--- config.mk ---
export PLATFORM = sky130hd
export DESIGN_NAME = level2_map_ctrl_m
export DESIGN_NICKNAME = d
export VERILOG_FILES = /design/src/rtl/level2_map_ctrl_m.sv
export SDC_FILE = /design/constraint.sdc
export NUM_CORES = 1
export LEC_CHECK = 0
export ABC_AREA = 0
export BUFFER_PORTS_ARGS = -buffer_cell sky130_fd_sc_hd__buf_2
export CAP_MARGIN = 20
export CORE_MARGIN = 3
export CORE_UTILIZATION = 30
export CTS_CLUSTER_DIAMETER = 80
export DETAILED_ROUTE_END_ITERATION = 7
export PLACE_DENSITY = 0.57
export SETUP_SLACK_MARGIN = 0.3
export SLEW_MARGIN = 20
export SYNTH_ARGS = -nofsm -noshare
export SYNTH_HDL_FRONTEND = slang
export SYNTH_SLANG_ARGS = --single-unit
--- constraint.sdc ---
create_clock -name hsclk -period 5.1 [get_ports hsclk]
set_input_delay 1.02 -clock hsclk [delete_from_list [all_inputs] [get_ports hsclk]]
set_output_delay 1.02 -clock hsclk [all_outputs]
set_load 0.03 [all_outputs]
--- src/rtl/level2_map_ctrl_m.sv ---
// CPU bus-cycle decoder: low-memory window remap, paged-ROM snoop, control
// register file and holdoff-gated req/ack handshake to the clock switcher.
module level2_map_ctrl_m #(
    parameter int unsigned NWIN        = 4,
    parameter int unsigned HOLD_W      = 4,
    parameter int unsigned PAGEREG_W   = 4,
    parameter logic [15:0] PAGEREG_ADR = 16'hFE30
) (
    input  logic            hsclk,
    input  logic            resetb,
    input  logic            cyc_stb,
    input  logic [7:0]      cpu_bank,
    input  logic [15:0]     cpu_adr,
    input  logic            cpu_rnw,
    input  logic            cpu_vda,
    input  logic            cpu_vpa,
    input  logic            wr_stb,
    input  logic [7:0]      wr_data,
    input  logic            hs_ack,
    output logic            rd_en,
    output logic [7:0]      rd_data,
    output logic [7:0]      map_bank,
    output logic [NWIN-1:0] map_hit,
    output logic            dummy_access,
    output logic            hs_req
);
    typedef enum logic [1:0] {
        LS     = 2'd0,
        REQ_HS = 2'd1,
        HS     = 2'd2,
        REQ_LS = 2'd3
    } clk_state_e;

    clk_state_e           state_q, state_d;
    logic                 hs_req_q, hs_req_d;
    logic                 hs_en_q, hs_en_d;
    logic [HOLD_W-1:0]    hold_q, hold_d;
    logic [HOLD_W-1:0]    cnt_q, cnt_d;
    logic                 wp_viol_q, wp_viol_d;
    logic [PAGEREG_W-1:0] pagereg_q, pagereg_d;

    logic [7:0]           base_q [NWIN];
    logic [7:0]           base_d [NWIN];
    logic [7:0]           lim_q  [NWIN];
    logic [7:0]           lim_d  [NWIN];
    logic [7:0]           tgt_q  [NWIN];
    logic [7:0]           tgt_d  [NWIN];
    logic [NWIN-1:0]      en_q, en_d, wp_q, wp_d, rc_q, rc_d;

    logic                 sel_valid_q, sel_valid_d;
    logic                 sel_rnw_q, sel_rnw_d;
    logic                 snoop_q, snoop_d;
    logic [7:0]           sel_off_q, sel_off_d;

    logic [7:0]           map_bank_q, map_bank_d;
    logic [NWIN-1:0]      map_hit_q, map_hit_d;
    logic                 dummy_q, dummy_d;
    logic                 rd_en_q, rd_en_d;
    logic [7:0]           rd_data_q, rd_data_d;

    logic                 reg_sel, io_cyc, remap_en, win_found, win_wp, wp_block, valid;
    logic [NWIN-1:0]      win_onehot, eff_hit;
    logic [7:0]           win_tgt, eff_bank, rd_val;

    always_comb begin
        state_d     = state_q;
        hs_en_d     = hs_en_q;
        hold_d      = hold_q;
        cnt_d       = cnt_q;
        wp_viol_d   = wp_viol_q;
        pagereg_d   = pagereg_q;
        base_d      = base_q;
        lim_d       = lim_q;
        tgt_d       = tgt_q;
        en_d        = en_q;
        wp_d        = wp_q;
        rc_d        = rc_q;
        sel_valid_d = sel_valid_q;
        sel_rnw_d   = sel_rnw_q;
        snoop_d     = snoop_q;
        sel_off_d   = sel_off_q;
        map_bank_d  = map_bank_q;
        map_hit_d   = map_hit_q;
        dummy_d     = dummy_q;
        rd_en_d     = rd_en_q;
        rd_data_d   = rd_data_q;

        // Writes use the previously latched selection; everything below sees
        // the post-write values so a same-clock read is coherent.
        if (wr_stb && !sel_rnw_q) begin
            if (snoop_q)
                pagereg_d = wr_data[PAGEREG_W-1:0];
            if (sel_valid_q) begin
                case (sel_off_q)
                    8'h00: begin
                        hs_en_d = wr_data[7];
                        hold_d  = wr_data[HOLD_W-1:0];
                    end
                    8'h01:   wp_viol_d = 1'b0;
                    default: ;
                endcase
                for (int unsigned w = 0; w < NWIN; w++) begin
                    if (sel_off_q[7:2] == 6'(4 + w)) begin
                        case (sel_off_q[1:0])
                            2'd0: base_d[w] = wr_data;
                            2'd1: lim_d[w]  = wr_data;
                            2'd2: tgt_d[w]  = wr_data;
                            default: begin
                                en_d[w] = wr_data[0];
                                wp_d[w] = wr_data[1];
                                rc_d[w] = wr_data[2];
                            end
                        endcase
                    end
                end
            end
        end

        valid    = cpu_vda || cpu_vpa;
        reg_sel  = (cpu_bank[7:6] == 2'b10) && cpu_vda;
        io_cyc   = !cpu_bank[7] && (cpu_adr[15:10] == 6'h3F) && cpu_vda;
        remap_en = !cpu_bank[7] && valid;

        win_found  = 1'b0;
        win_onehot = '0;
        win_tgt    = '0;
        win_wp     = 1'b0;
        for (int unsigned w = 0; w < NWIN; w++) begin
            if (!win_found && en_d[w] && (base_d[w] <= cpu_adr[15:8]) &&
                (cpu_adr[15:8] <= lim_d[w]) && (!rc_d[w] || (&pagereg_d))) begin
                win_found     = 1'b1;
                win_onehot[w] = 1'b1;
                win_tgt       = tgt_d[w];
                win_wp        = wp_d[w];
            end
        end
        wp_block = remap_en && win_found && win_wp && !cpu_rnw;
        if (remap_en && win_found && !wp_block) begin
            eff_bank = win_tgt;
            eff_hit  = win_onehot;
        end else begin
            eff_bank = cpu_bank;
            eff_hit  = '0;
        end

        rd_val = '0;
        case (cpu_adr[7:0])
            8'h00: begin
                rd_val[7]          = hs_en_d;
                rd_val[HOLD_W-1:0] = hold_d;
            end
            8'h01: begin
                rd_val[7]             = wp_viol_d;
                rd_val[6:5]           = state_q;
                rd_val[PAGEREG_W-1:0] = pagereg_d;
            end
            default: ;
        endcase
        for (int unsigned w = 0; w < NWIN; w++) begin
            if (cpu_adr[7:2] == 6'(4 + w)) begin
                case (cpu_adr[1:0])
                    2'd0:    rd_val = base_d[w];
                    2'd1:    rd_val = lim_d[w];
                    2'd2:    rd_val = tgt_d[w];
                    default: rd_val = {5'b0, rc_d[w], wp_d[w], en_d[w]};
                endcase
            end
        end

        case (state_q)
            LS:
                if (cyc_stb && hs_en_d && cpu_vpa && cpu_vda && eff_bank[7] &&
                    (cnt_q == '0) && !io_cyc)
                    state_d = REQ_HS;
            REQ_HS:
                if (hs_ack) state_d = HS;
            HS:
                if (cyc_stb && (io_cyc || (valid && !eff_bank[7]) || !hs_en_d))
                    state_d = REQ_LS;
            default:
                if (!hs_ack) state_d = LS;
        endcase
        hs_req_d = (state_d == REQ_HS) || (state_d == HS);

        if (cyc_stb) begin
            sel_valid_d = reg_sel;
            sel_off_d   = cpu_adr[7:0];
            sel_rnw_d   = cpu_rnw;
            snoop_d     = !cpu_bank[7] && cpu_vda && (cpu_adr == PAGEREG_ADR);
            if (wp_block)
                wp_viol_d = 1'b1;
            if (io_cyc)
                cnt_d = hold_d;
            else if (cnt_q != '0)
                cnt_d = cnt_q - HOLD_W'(1);
            map_bank_d = eff_bank;
            map_hit_d  = eff_hit;
            dummy_d    = (eff_bank[7] && valid) || (state_d != LS);
            rd_en_d    = reg_sel && cpu_rnw;
            rd_data_d  = (reg_sel && cpu_rnw) ? rd_val : '0;
        end
    end

    always_ff @(posedge hsclk or negedge resetb) begin
        if (!resetb) begin
            state_q     <= LS;
            hs_req_q    <= 1'b0;
            hs_en_q     <= 1'b0;
            hold_q      <= '0;
            cnt_q       <= '0;
            wp_viol_q   <= 1'b0;
            pagereg_q   <= '0;
            for (int unsigned w = 0; w < NWIN; w++) begin
                base_q[w] <= '0;
                lim_q[w]  <= '0;
                tgt_q[w]  <= '0;
            end
            en_q        <= '0;
            wp_q        <= '0;
            rc_q        <= '0;
            sel_valid_q <= 1'b0;
            sel_rnw_q   <= 1'b0;
            snoop_q     <= 1'b0;
            sel_off_q   <= '0;
            map_bank_q  <= '0;
            map_hit_q   <= '0;
            dummy_q     <= 1'b0;
            rd_en_q     <= 1'b0;
            rd_data_q   <= '0;
        end else begin
            state_q     <= state_d;
            hs_req_q    <= hs_req_d;
            hs_en_q     <= hs_en_d;
            hold_q      <= hold_d;
            cnt_q       <= cnt_d;
            wp_viol_q   <= wp_viol_d;
            pagereg_q   <= pagereg_d;
            base_q      <= base_d;
            lim_q       <= lim_d;
            tgt_q       <= tgt_d;
            en_q        <= en_d;
            wp_q        <= wp_d;
            rc_q        <= rc_d;
            sel_valid_q <= sel_valid_d;
            sel_rnw_q   <= sel_rnw_d;
            snoop_q     <= snoop_d;
            sel_off_q   <= sel_off_d;
            map_bank_q  <= map_bank_d;
            map_hit_q   <= map_hit_d;
            dummy_q     <= dummy_d;
            rd_en_q     <= rd_en_d;
            rd_data_q   <= rd_data_d;
        end
    end

    assign rd_en        = rd_en_q;
    assign rd_data      = rd_data_q;
    assign map_bank     = map_bank_q;
    assign map_hit      = map_hit_q;
    assign dummy_access = dummy_q;
    assign hs_req       = hs_req_q;

endmodule

==> flow_metrics.tcl, run 1 <==
set metrics [dict create \
    power_leakage_nw 5.85 \
    crit_type "primary input to register" \
    num_vias 7730 \
    start_util 0.307 \
    outcome "completed" \
    cp_max_fo 7 \
    finalNonFillerCells 1440 \
    fin_crit_sh 0.906 \
    yosys_warnings 0 \
    clk-insertion-delay-late_ns 0.43 \
    io_pins 63 \
    final_util 0.370 \
    rsz0062_at_grt "no" \
    total_power_mw 3.09 \
    clk_pin_slew_ns 0.07 \
    crit_buf_inv 5 \
    relSlewSlack 0.302 \
    finalSetupViolCount 0 \
    die_w_um 183 \
    ys_types 77 \
    drtAntennaViolNets 0 \
    final_common_cell "dfrtp_1" \
    cts_tree "built" \
    tightest_slew_ns 1.04 \
    met1_length_mm 13.6 \
    start_kind "primary input" \
    reg2reg_depth 16 \
    syn_area_um2 9450 \
    gp_congestion 0.910 \
    hold_start "map_bank[6]" \
    fin_nets 1139 \
    critPathMaxStageDelay_ns 0.40 \
    cts_root_buf "clkbuf_16" \
    synth_seq_cells 158 \
    maxUsedRoutingLayer "met4" \
    vdd_drop_max_v 0.000207 \
    synth-edff-count 0 \
    required_ns 5.43 \
    syn_inst 920 \
    r2r_setup_slack_ns 0.61 \
    hold_slack_ns 0.480 \
    p_per_area_nw_per_um2 271 \
    fp-row-count 64 \
    seq_area_frac_synth 0.418 \
    hp-class "register to register" \
    track_usage 0.183 \
    first_pass_iters 6 \
    maxCapViolations 0 \
    antenna_found_initial 0 \
    diodes 0 \
    finClkSkew_ns 0.00885 \
    drc 0 \
    cts_buffers 17 \
    route.met3.wl_mm 1.84 \
    wl_per_cell_um 21.4 \
    synth-async-reset-ratio 1.00 \
    routed_wl_mm 30.7 \
    crit_arrival_ns 4.95 \
    dp_hpwl_mm 23.2 \
    min_period_ns 4.62 \
    cp_top_family "compound AO/OA/AOI/OAI gates" \
    layout_common_cells "dfrtp_1 (158), inv_1 (103), mux2i_1 (73)" \
    synthFlopType "dfrtp_1" \
    dieArea_um2 33700 \
    cts_max_level 4 \
    syn2layout_area_growth_pct 20.8 \
    reg2reg_from "sel_off_q[6]" \
    die_h_um 183 \
    setup.worst_path.end_class "register" \
    syn_avg_cell_area_um2 10.3 \
    place.port_buffers 62 \
    core_area_um2 30800 \
    max_freq_mhz 216 \
    r2r-end "dummy_access" \
    hold_end "map_bank[6]" \
    place_inst 1400 \
    hold_path_depth 2 \
    grt_pass1_wl_mm 46.5 \
    clockBufferDepth 2 \
    critPathSlowestCell "or3_4" \
    hold_viol 0 \
    vias_per_cell 5.37 \
    drive_gt1_frac 0.258 \
    syn-num-nets 1027 \
    path_cells "buf_2 > nor4bb_4 > and2_4 > inv_1 > or3_4 > buf_6 > mux2i_4 > ha_1 > a21oi_1 > a21boi_0 > o32ai_2 > buf_4 > buf_4 > nand3_1 > o311ai_4 > o2bb2ai_2 > a311oi_2 > o31a_1 > ha_1 > o221ai_2" \
    grt_pass1_vias 7619 \
    drt_iter0_markers 794 \
    wl_met2_mm 14.6 \
    cts_sinks 158 \
    slew_viol_final 0 \
    grt_max_degree 74 \
    grt-ovfl-total 0 \
]
-- tightest hold or removal path: stages (launching register included) --
cell and delay, ns:
dfrtp_1 0.34, nand2_1 0.05, o31ai_1 0.06
-- layout make-up --
| cell class | instances | area [um2] |
|---|---|---|
| clock buffers | 21 | 440 |
| clock inverters | 10 | 165 |
| fillers | 3020 | 19400 |
| inverters | 105 | 394 |
| multi-input cells | 615 | 5090 |
| flip-flops and latches | 158 | 3950 |
| well taps | 396 | 495 |
| repair buffers | 135 | 885 |
-- flip-flops by register name (all words and copies together), names as in the netlist, 8 cells and up --
signal	count
rd_data	8
tgt_q	32
sel_off_q	8
lim_q	32
base_q	32
map_bank	8
-- metal layers --
layer  global-route usage  up-vias
li1                     -     3557
met1                0.253     3861
met2                0.298      271
met3               0.0317       41
met4               0.0488        0
met5                    0        -
-- power by group --
group | switching (mW) | internal [mW]
sequential | 0.0403 | 1.30
clock | 0.535 | 0.818
combinational | 0.260 | 0.139
-- metrics by stage --
| step | setup TNS (ns) | setup slack (ns) | area [um2] |
|---|---|---|---|
| after detailed placement | -0.0290 | -0.0290 | 10600 |
| final | 0 | 0.479 | 11400 |
| after global placement | 0 | 0.0783 | 10600 |
| after global routing | 0 | 0.251 | 11400 |
| after CTS | 0 | 0.373 | 11200 |
| after floorplan | 0 | 0.311 | 9510 |
-- logic make-up after synthesis --
logic type                 after synthesis  synth area share
adders and majority gates               67            0.0887
muxes                                  149             0.179
DFF                                    158             0.418
xor gates and xnor gates                 1          0.000927
buffers and inverters                  147            0.0610
AOI/OAI and AO/OA                      187             0.136
and+or+nand+nor                        211             0.116
-- what timing repair did --
item / in CTS / in global routing
endpoints found under the setup margin: 0 / 3
hold buffers: 0 / 0
hold endpoints to repair: 0 / 0
resized for setup: 0 / 20
buffers inserted: 0 / 9
-- cells in the mapped netlist, drive strengths merged, types with 8 or more instances --
| master | instances | area [um2] |
|---|---|---|
| o221ai | 8 | 70.1 |
| nor2 | 41 | 154 |
| nand3 | 14 | 75.1 |
| ha | 67 | 838 |
| nand2 | 68 | 255 |
| o22ai | 10 | 62.6 |
| clkbuf | 34 | 128 |
| mux2 | 62 | 698 |
| a21oi | 52 | 275 |
| nor2b | 9 | 56.3 |
| mux4 | 8 | 180 |
| o21ai | 39 | 199 |
| nand4 | 23 | 144 |
| mux2i | 79 | 816 |
| nor3 | 15 | 90.1 |
| o31ai | 9 | 67.6 |
| nor4 | 11 | 75.1 |
| buf | 8 | 55.1 |
| dfrtp | 158 | 3950 |
| o211ai | 11 | 82.6 |
| inv | 104 | 390 |
-- how the worst max path moves through the flow --
| stage | start | end | slack [ns] | cells after the start |
|---|---|---|---|---|
| 6_report | wr_stb | dummy_access | 0.48 | 20 |
| 3_5_place_dp | wr_stb | dummy_access | -0.03 | 18 |
| 5_1_grt | wr_stb | dummy_access | 0.25 | 20 |
| 4_1_cts | wr_stb | dummy_access | 0.37 | 18 |
| 3_3_place_gp | wr_stb | dummy_access | 0.08 | 18 |
| 2_1_floorplan | wr_stb | dummy_access | 0.31 | 20 |
Power figures use the tool's default switching activity.
==> run 2: changes to the inputs <==
--- a/config.mk
+++ b/config.mk
@@ -6,13 +6,14 @@
 export NUM_CORES = 1
 export LEC_CHECK = 0
 export ABC_AREA = 0
-export BUFFER_PORTS_ARGS = -buffer_cell sky130_fd_sc_hd__buf_2
 export CAP_MARGIN = 20
 export CORE_MARGIN = 3
-export CORE_UTILIZATION = 30
+export CORE_UTILIZATION = 65
+export CTS_BUF_LIST = sky130_fd_sc_hd__clkbuf_2
 export CTS_CLUSTER_DIAMETER = 80
 export DETAILED_ROUTE_END_ITERATION = 7
-export PLACE_DENSITY = 0.57
+export DONT_BUFFER_PORTS = 1
+export PLACE_DENSITY = 0.93
 export SETUP_SLACK_MARGIN = 0.3
 export SLEW_MARGIN = 20
 export SYNTH_ARGS = -nofsm -noshare
==> run 2 against run 1 <==
- maximum frequency about the same
- hold slack got worse by 0.34 ns
- global-route usage increased by 17 points
- non-clock buffer count decreased by 103
- largest power group is now registers
- critical endpoint unchanged
- die area decreased by 52%
==> flow_metrics.tcl, run 2 (synthesized netlist as in run 1, its figures left out) <==
set metrics [dict create \
    intPower_mw 1.66 \
    power_frac_seq 0.571 \
    start_kind "register" \
    clockBufferDepth 2 \
    grt_pass1_vias 7816 \
    register_area_um2 3960 \
    critPathMaxStageDelay_ns 0.49 \
    hold_viol 0 \
    io_pins 63 \
    vdd_drop_max_v 0.000188 \
    hp-class "primary input to async pin" \
    drt_iter0_markers 1186 \
    maxCapViolations 0 \
    drive_gt1_frac 0.183 \
    grt_max_degree 159 \
    p_per_area_nw_per_um2 237 \
    fp-row-count 43 \
    wl_per_cell_um 24.8 \
    reg2reg_from "sel_off_q[7]" \
    start_util 0.673 \
    dieArea_um2 16000 \
    finalNonFillerCells 1123 \
    final_common_cell "dfrtp_1" \
    placed_cell_area_um2 9750 \
    multi_input_area_um2 5030 \
    path_cells "nor4b_4 > buf_4 > nand2_1 > nor2_4 > buf_12 > mux2_2 > ha_1 > a211oi_1 > nor2_1 > or3_1 > a211o_2 > o311ai_2 > o2bb2ai_2 > a311oi_2 > o31a_1 > ha_1 > o221ai_1" \
    largest_registers "base_q: 32 flops, lim_q: 32 flops, tgt_q: 32 flops" \
    place_inst 1084 \
    grt-ovfl-total 0 \
    power_switching_share 0.311 \
    crit_type "register to register" \
    cts_tree "built" \
    critPathSlowestCell "dfrtp_1" \
    pre_cts_slack_ns -0.0103 \
    num_vias 7757 \
    finalSetupViolCount 0 \
    core_area_um2 14000 \
    gp_congestion 1.01 \
    setup.worst_path.end_class "register" \
    finClkSkew_ns 0.0401 \
    min_period_ns 4.62 \
    relSlewSlack 0.332 \
    drtAntennaViolNets 0 \
    fin_area_um2 10100 \
    pwr-share-comb 0.126 \
    outcome "completed" \
    antenna_found_initial 1 \
    cp_max_fo 13 \
    power_leakage_nw 5.24 \
    slew_viol_final 0 \
    syn2layout_area_growth_pct 7.24 \
    setup_ws_ns 0.481 \
    cts_sinks 158 \
    clk-insertion-delay-late_ns 0.81 \
    max_freq_mhz 216 \
    clk_pin_slew_ns 0.25 \
    pwr-share-clk 0.304 \
    fin_nets 1036 \
    fin_crit_sh 0.906 \
    p_switching_uw 748 \
    tightest_slew_ns 0.998 \
    cts_root_buf "clkbuf_2" \
    crit_top_cell "ha_1" \
    die_w_um 127 \
    required_ns 5.82 \
    first_pass_iters 6 \
    track_usage 0.352 \
    cts_max_level 4 \
    grt_pass1_wl_mm 43.2 \
    cts_buffers 17 \
    fillerInstances 950 \
    place.port_buffers 0 \
    crit_arrival_ns 5.34 \
    dp_hpwl_mm 20.3 \
    die_h_um 127 \
    rsz0062_at_grt "no" \
    vias_per_cell 6.91 \
    drc 0 \
    layout_common_cells "dfrtp_1 (156), inv_1 (103), mux2i_1 (73)" \
    routed_wl_mm 27.8 \
    cp-startpoint "sel_off_q[7]" \
]
## run 2: critical path, delay by kind of cell (launching register included)
kind	cells	cell delay [ns]
fa+ha+maj	2	0.52
compound gates	7	1.82
simple gates	5	1.02
mux	1	0.35
buf+inv	2	0.34
flops	1	0.49
## run 2: worst paths after layout
kind                                end  slack, ns  cells after the start
min                             snoop_q       0.14                      1
max                        dummy_access       0.48                     17
max in group asynchronous      tgt_q[5]       4.28                      1
min in group hsclk          map_bank[7]       0.26                      1
min reg2reg                   tgt_q[21]       0.53                      2
max reg2reg                dummy_access       0.48                     17
## run 2: stage by stage
stage	hold WS [ns]	util	power, mW	TNS [ns]
after global routing	0.164	0.722	2.49	0
after global placement	0.481	0.695	1.63	0
after detailed placement	0.487	0.695	1.65	-0.0103
final	0.138	0.722	2.40	0
after CTS	0.210	0.714	2.39	0
after floorplan	0.455	-	1.60	0
## run 2: power groups by stage
| stage | clock [mW] | combinational [mW] | sequential (mW) |
|---|---|---|---|
| 6_report | 0.730 | 0.302 | 1.37 |
| 5_1_grt | 0.786 | 0.331 | 1.38 |
| 4_1_cts | 0.728 | 0.294 | 1.37 |
| 3_5_place_dp | 0 | 0.264 | 1.39 |
| 3_3_place_gp | 0 | 0.244 | 1.39 |
| 2_1_floorplan | 0 | 0.220 | 1.38 |
## run 2: final cells by class
cell class                      count  share of cell area
Timing Repair Buffer               32              0.0273
Clock buffer                       17             0.00839
Inverter                          105              0.0389
Tap cell                          180              0.0222
Multi-Input combinational cell    615               0.497
Sequential cell                   158               0.390
Antenna cell                        1            0.000247
Clock inverter                     15              0.0159
## run 2: what timing repair did
| item | CTS | global route |
|---|---|---|
| setup buffers | 0 | 5 |
| endpoints found under the setup margin | 0 | 9 |
| hold endpoints to repair | 158 | 0 |
| hold buffers | 1 | 0 |
| resized for setup | 0 | 16 |
## run 2: per-layer routing
metal	GRT usage	up-vias	share of wire
li1	-	3358	-
met1	0.462	3754	0.38
met2	0.530	496	0.45
met3	0.0914	149	0.10
met4	0.208	0	0.063
met5	0	-	0
==> run 3: changes to the inputs <==
--- a/config.mk
+++ b/config.mk
@@ -7,13 +7,13 @@
 export LEC_CHECK = 0
 export ABC_AREA = 0
 export CAP_MARGIN = 20
-export CORE_MARGIN = 3
-export CORE_UTILIZATION = 65
+export CORE_ASPECT_RATIO = 0.8
+export CORE_UTILIZATION = 67
 export CTS_BUF_LIST = sky130_fd_sc_hd__clkbuf_2
 export CTS_CLUSTER_DIAMETER = 80
 export DETAILED_ROUTE_END_ITERATION = 7
 export DONT_BUFFER_PORTS = 1
-export PLACE_DENSITY = 0.93
+export PLACE_DENSITY = 0.95
 export SETUP_SLACK_MARGIN = 0.3
 export SLEW_MARGIN = 20
 export SYNTH_ARGS = -nofsm -noshare
==> run 3 against run 2 <==
- sequential power about the same
- the run now ends with design-rule violations left
- clock power increased by 9.3%
- critical path type unchanged
- largest cell class unchanged
- first-iteration DRC count decreased by 9.9%
==> flow_metrics.tcl, run 3 (synthesized netlist as in run 1, its figures left out) <==
set metrics [dict create \
    endpoint "dummy_access" \
    fin_crit_sh 0.904 \
    die_h_um 108 \
    final_util 0.743 \
    hold_slack_ns 0.216 \
    routed_wl_mm 28.2 \
    start_util 0.693 \
    num_vias 7879 \
    slew_viol_final 0 \
    drc 2 \
    tightest_slew_ns 0.988 \
    vias_per_cell 7.02 \
    maxCapViolations 0 \
    final_common_cell "dfrtp_1" \
    cp_max_fo 7 \
    setup_tns_ns 0 \
    fin_nets 1037 \
    track_usage 0.398 \
    use_met3 0.145 \
    hold_viol 0 \
    place.port_buffers 0 \
    cts_root_buf "clkbuf_2" \
    critPathMaxStageDelay_ns 0.49 \
    grt_max_degree 159 \
    r2r_setup_slack_ns 0.49 \
    failed_checks "design-rule violations" \
    clk-insertion-delay-late_ns 0.78 \
    largest_registers "base_q: 32 flops, lim_q: 32 flops, tgt_q: 32 flops" \
    max_freq_mhz 217 \
    path_cells "nor4bb_4 > and2_4 > inv_1 > or3_1 > buf_4 > mux2_2 > ha_1 > nor2b_1 > o211ai_1 > a21oi_1 > o32ai_2 > buf_4 > and3_2 > o311ai_2 > o2bb2ai_2 > a311oi_1 > o31a_1 > ha_1 > o221ai_1" \
    dp_hpwl_mm 20.5 \
    drive_gt1_frac 0.180 \
    required_ns 5.80 \
    cts_sinks 158 \
    drtAntennaViolNets 0 \
    io_pins 63 \
    setup.worst_path.end_class "register" \
    relSlewSlack 0.332 \
    clockBufferDepth 2 \
    first_pass_iters 8 \
    power_leakage_nw 5.26 \
    diodes 0 \
    die_w_um 135 \
    reg2reg_depth 19 \
    cts_max_level 4 \
    antenna_found_initial 1 \
    critPathSlowestCell "dfrtp_2" \
    crit_type "register to register" \
    syn2layout_area_growth_pct 7.28 \
    start_kind "register" \
    drt_iter0_markers 1068 \
    rsz0062_at_grt "no" \
    wl_per_cell_um 25.2 \
    crit_arrival_ns 5.31 \
    min_period_ns 4.61 \
    vdd_drop_max_v 0.000198 \
    gp_congestion 1.05 \
    dieArea_um2 14600 \
    grt-ovfl-total 0 \
    multi_input_area_um2 5020 \
    outcome "finished with violations" \
    grt_pass1_vias 7606 \
    finalSetupViolCount 0 \
    p_per_area_nw_per_um2 244 \
    grt.busiest_layer "met2" \
    cts_tree "built" \
    clk_pin_slew_ns 0.23 \
    r2r-end "dummy_access" \
    grt_pass1_wl_mm 42.2 \
    met1_usage 0.534 \
    fillerInstances 857 \
    fp-row-count 38 \
    finClkSkew_ns 0.0295 \
    cts_buffers 17 \
    reg2reg_from "sel_rnw_q" \
    cp-startpoint "sel_rnw_q" \
    met2_usage 0.600 \
    total_power_mw 2.47 \
    hp-class "primary input to async pin" \
    core_area_um2 13600 \
    register_area_um2 3960 \
    layout_common_cells "dfrtp_1 (156), inv_1 (103), mux2i_1 (76)" \
]
run 3: repair_timing:
| item | 4_1_cts | 5_1_grt |
|---|---|---|
| hold endpoints to repair | 158 | 0 |
| hold buffers | 1 | 0 |
| setup endpoints to repair | 0 | 2 |
| setup buffers | 0 | 6 |
| gates resized for setup | 0 | 11 |
run 3: through the flow:
step | instances | cell area, um2 | setup WS (ns)
2_1_floorplan | 920 | 9510 | 0.311
3_3_place_gp | 1084 | 9750 | 0.190
3_5_place_dp | 1084 | 9750 | 0.0141
4_1_cts | 1117 | 10100 | 0.445
5_1_grt | 1123 | 10100 | 0.248
6_report | 1123 | 10100 | 0.490
run 3: layer usage:
metal	up-vias	part of all wire
met3	125	0.15
met4	0	0.039
li1	3354	-
met5	-	0
met2	609	0.44
met1	3791	0.38
run 3: power breakdown:
group | internal, mW | switching [mW]
sequential | 1.30 | 0.0692
clock | 0.326 | 0.473
combinational | 0.117 | 0.186
run 3: worst min-delay path by stage:
stage                         endpoint  slack (ns)  depth (start not counted)
after floorplan               tgt_q[1]        0.45                          2
after global placement       hold_q[3]        0.48                          1
after detailed placement     hold_q[3]        0.49                          1
after CTS                 pagereg_q[0]        0.27                          1
after global routing          cnt_q[3]        0.26                          1
final                          wp_q[2]        0.22                          1
run 3: critical path, delay by kind of cell (launching register included):
family,cells,cell delay [ns]
flops,1,0.49
mux,1,0.31
simple gates,5,1.40
compound gates,8,1.51
fa+ha+maj,2,0.40
buf+inv,3,0.43
run 3: area by class of cell:
class / count / share of cell area
Clock buffer: 18 / 0.00888
Clock inverter: 14 / 0.0188
Inverter: 105 / 0.0389
Multi-Input combinational cell: 615 / 0.495
Sequential cell: 158 / 0.390
Tap cell: 180 / 0.0222
Timing Repair Buffer: 33 / 0.0264
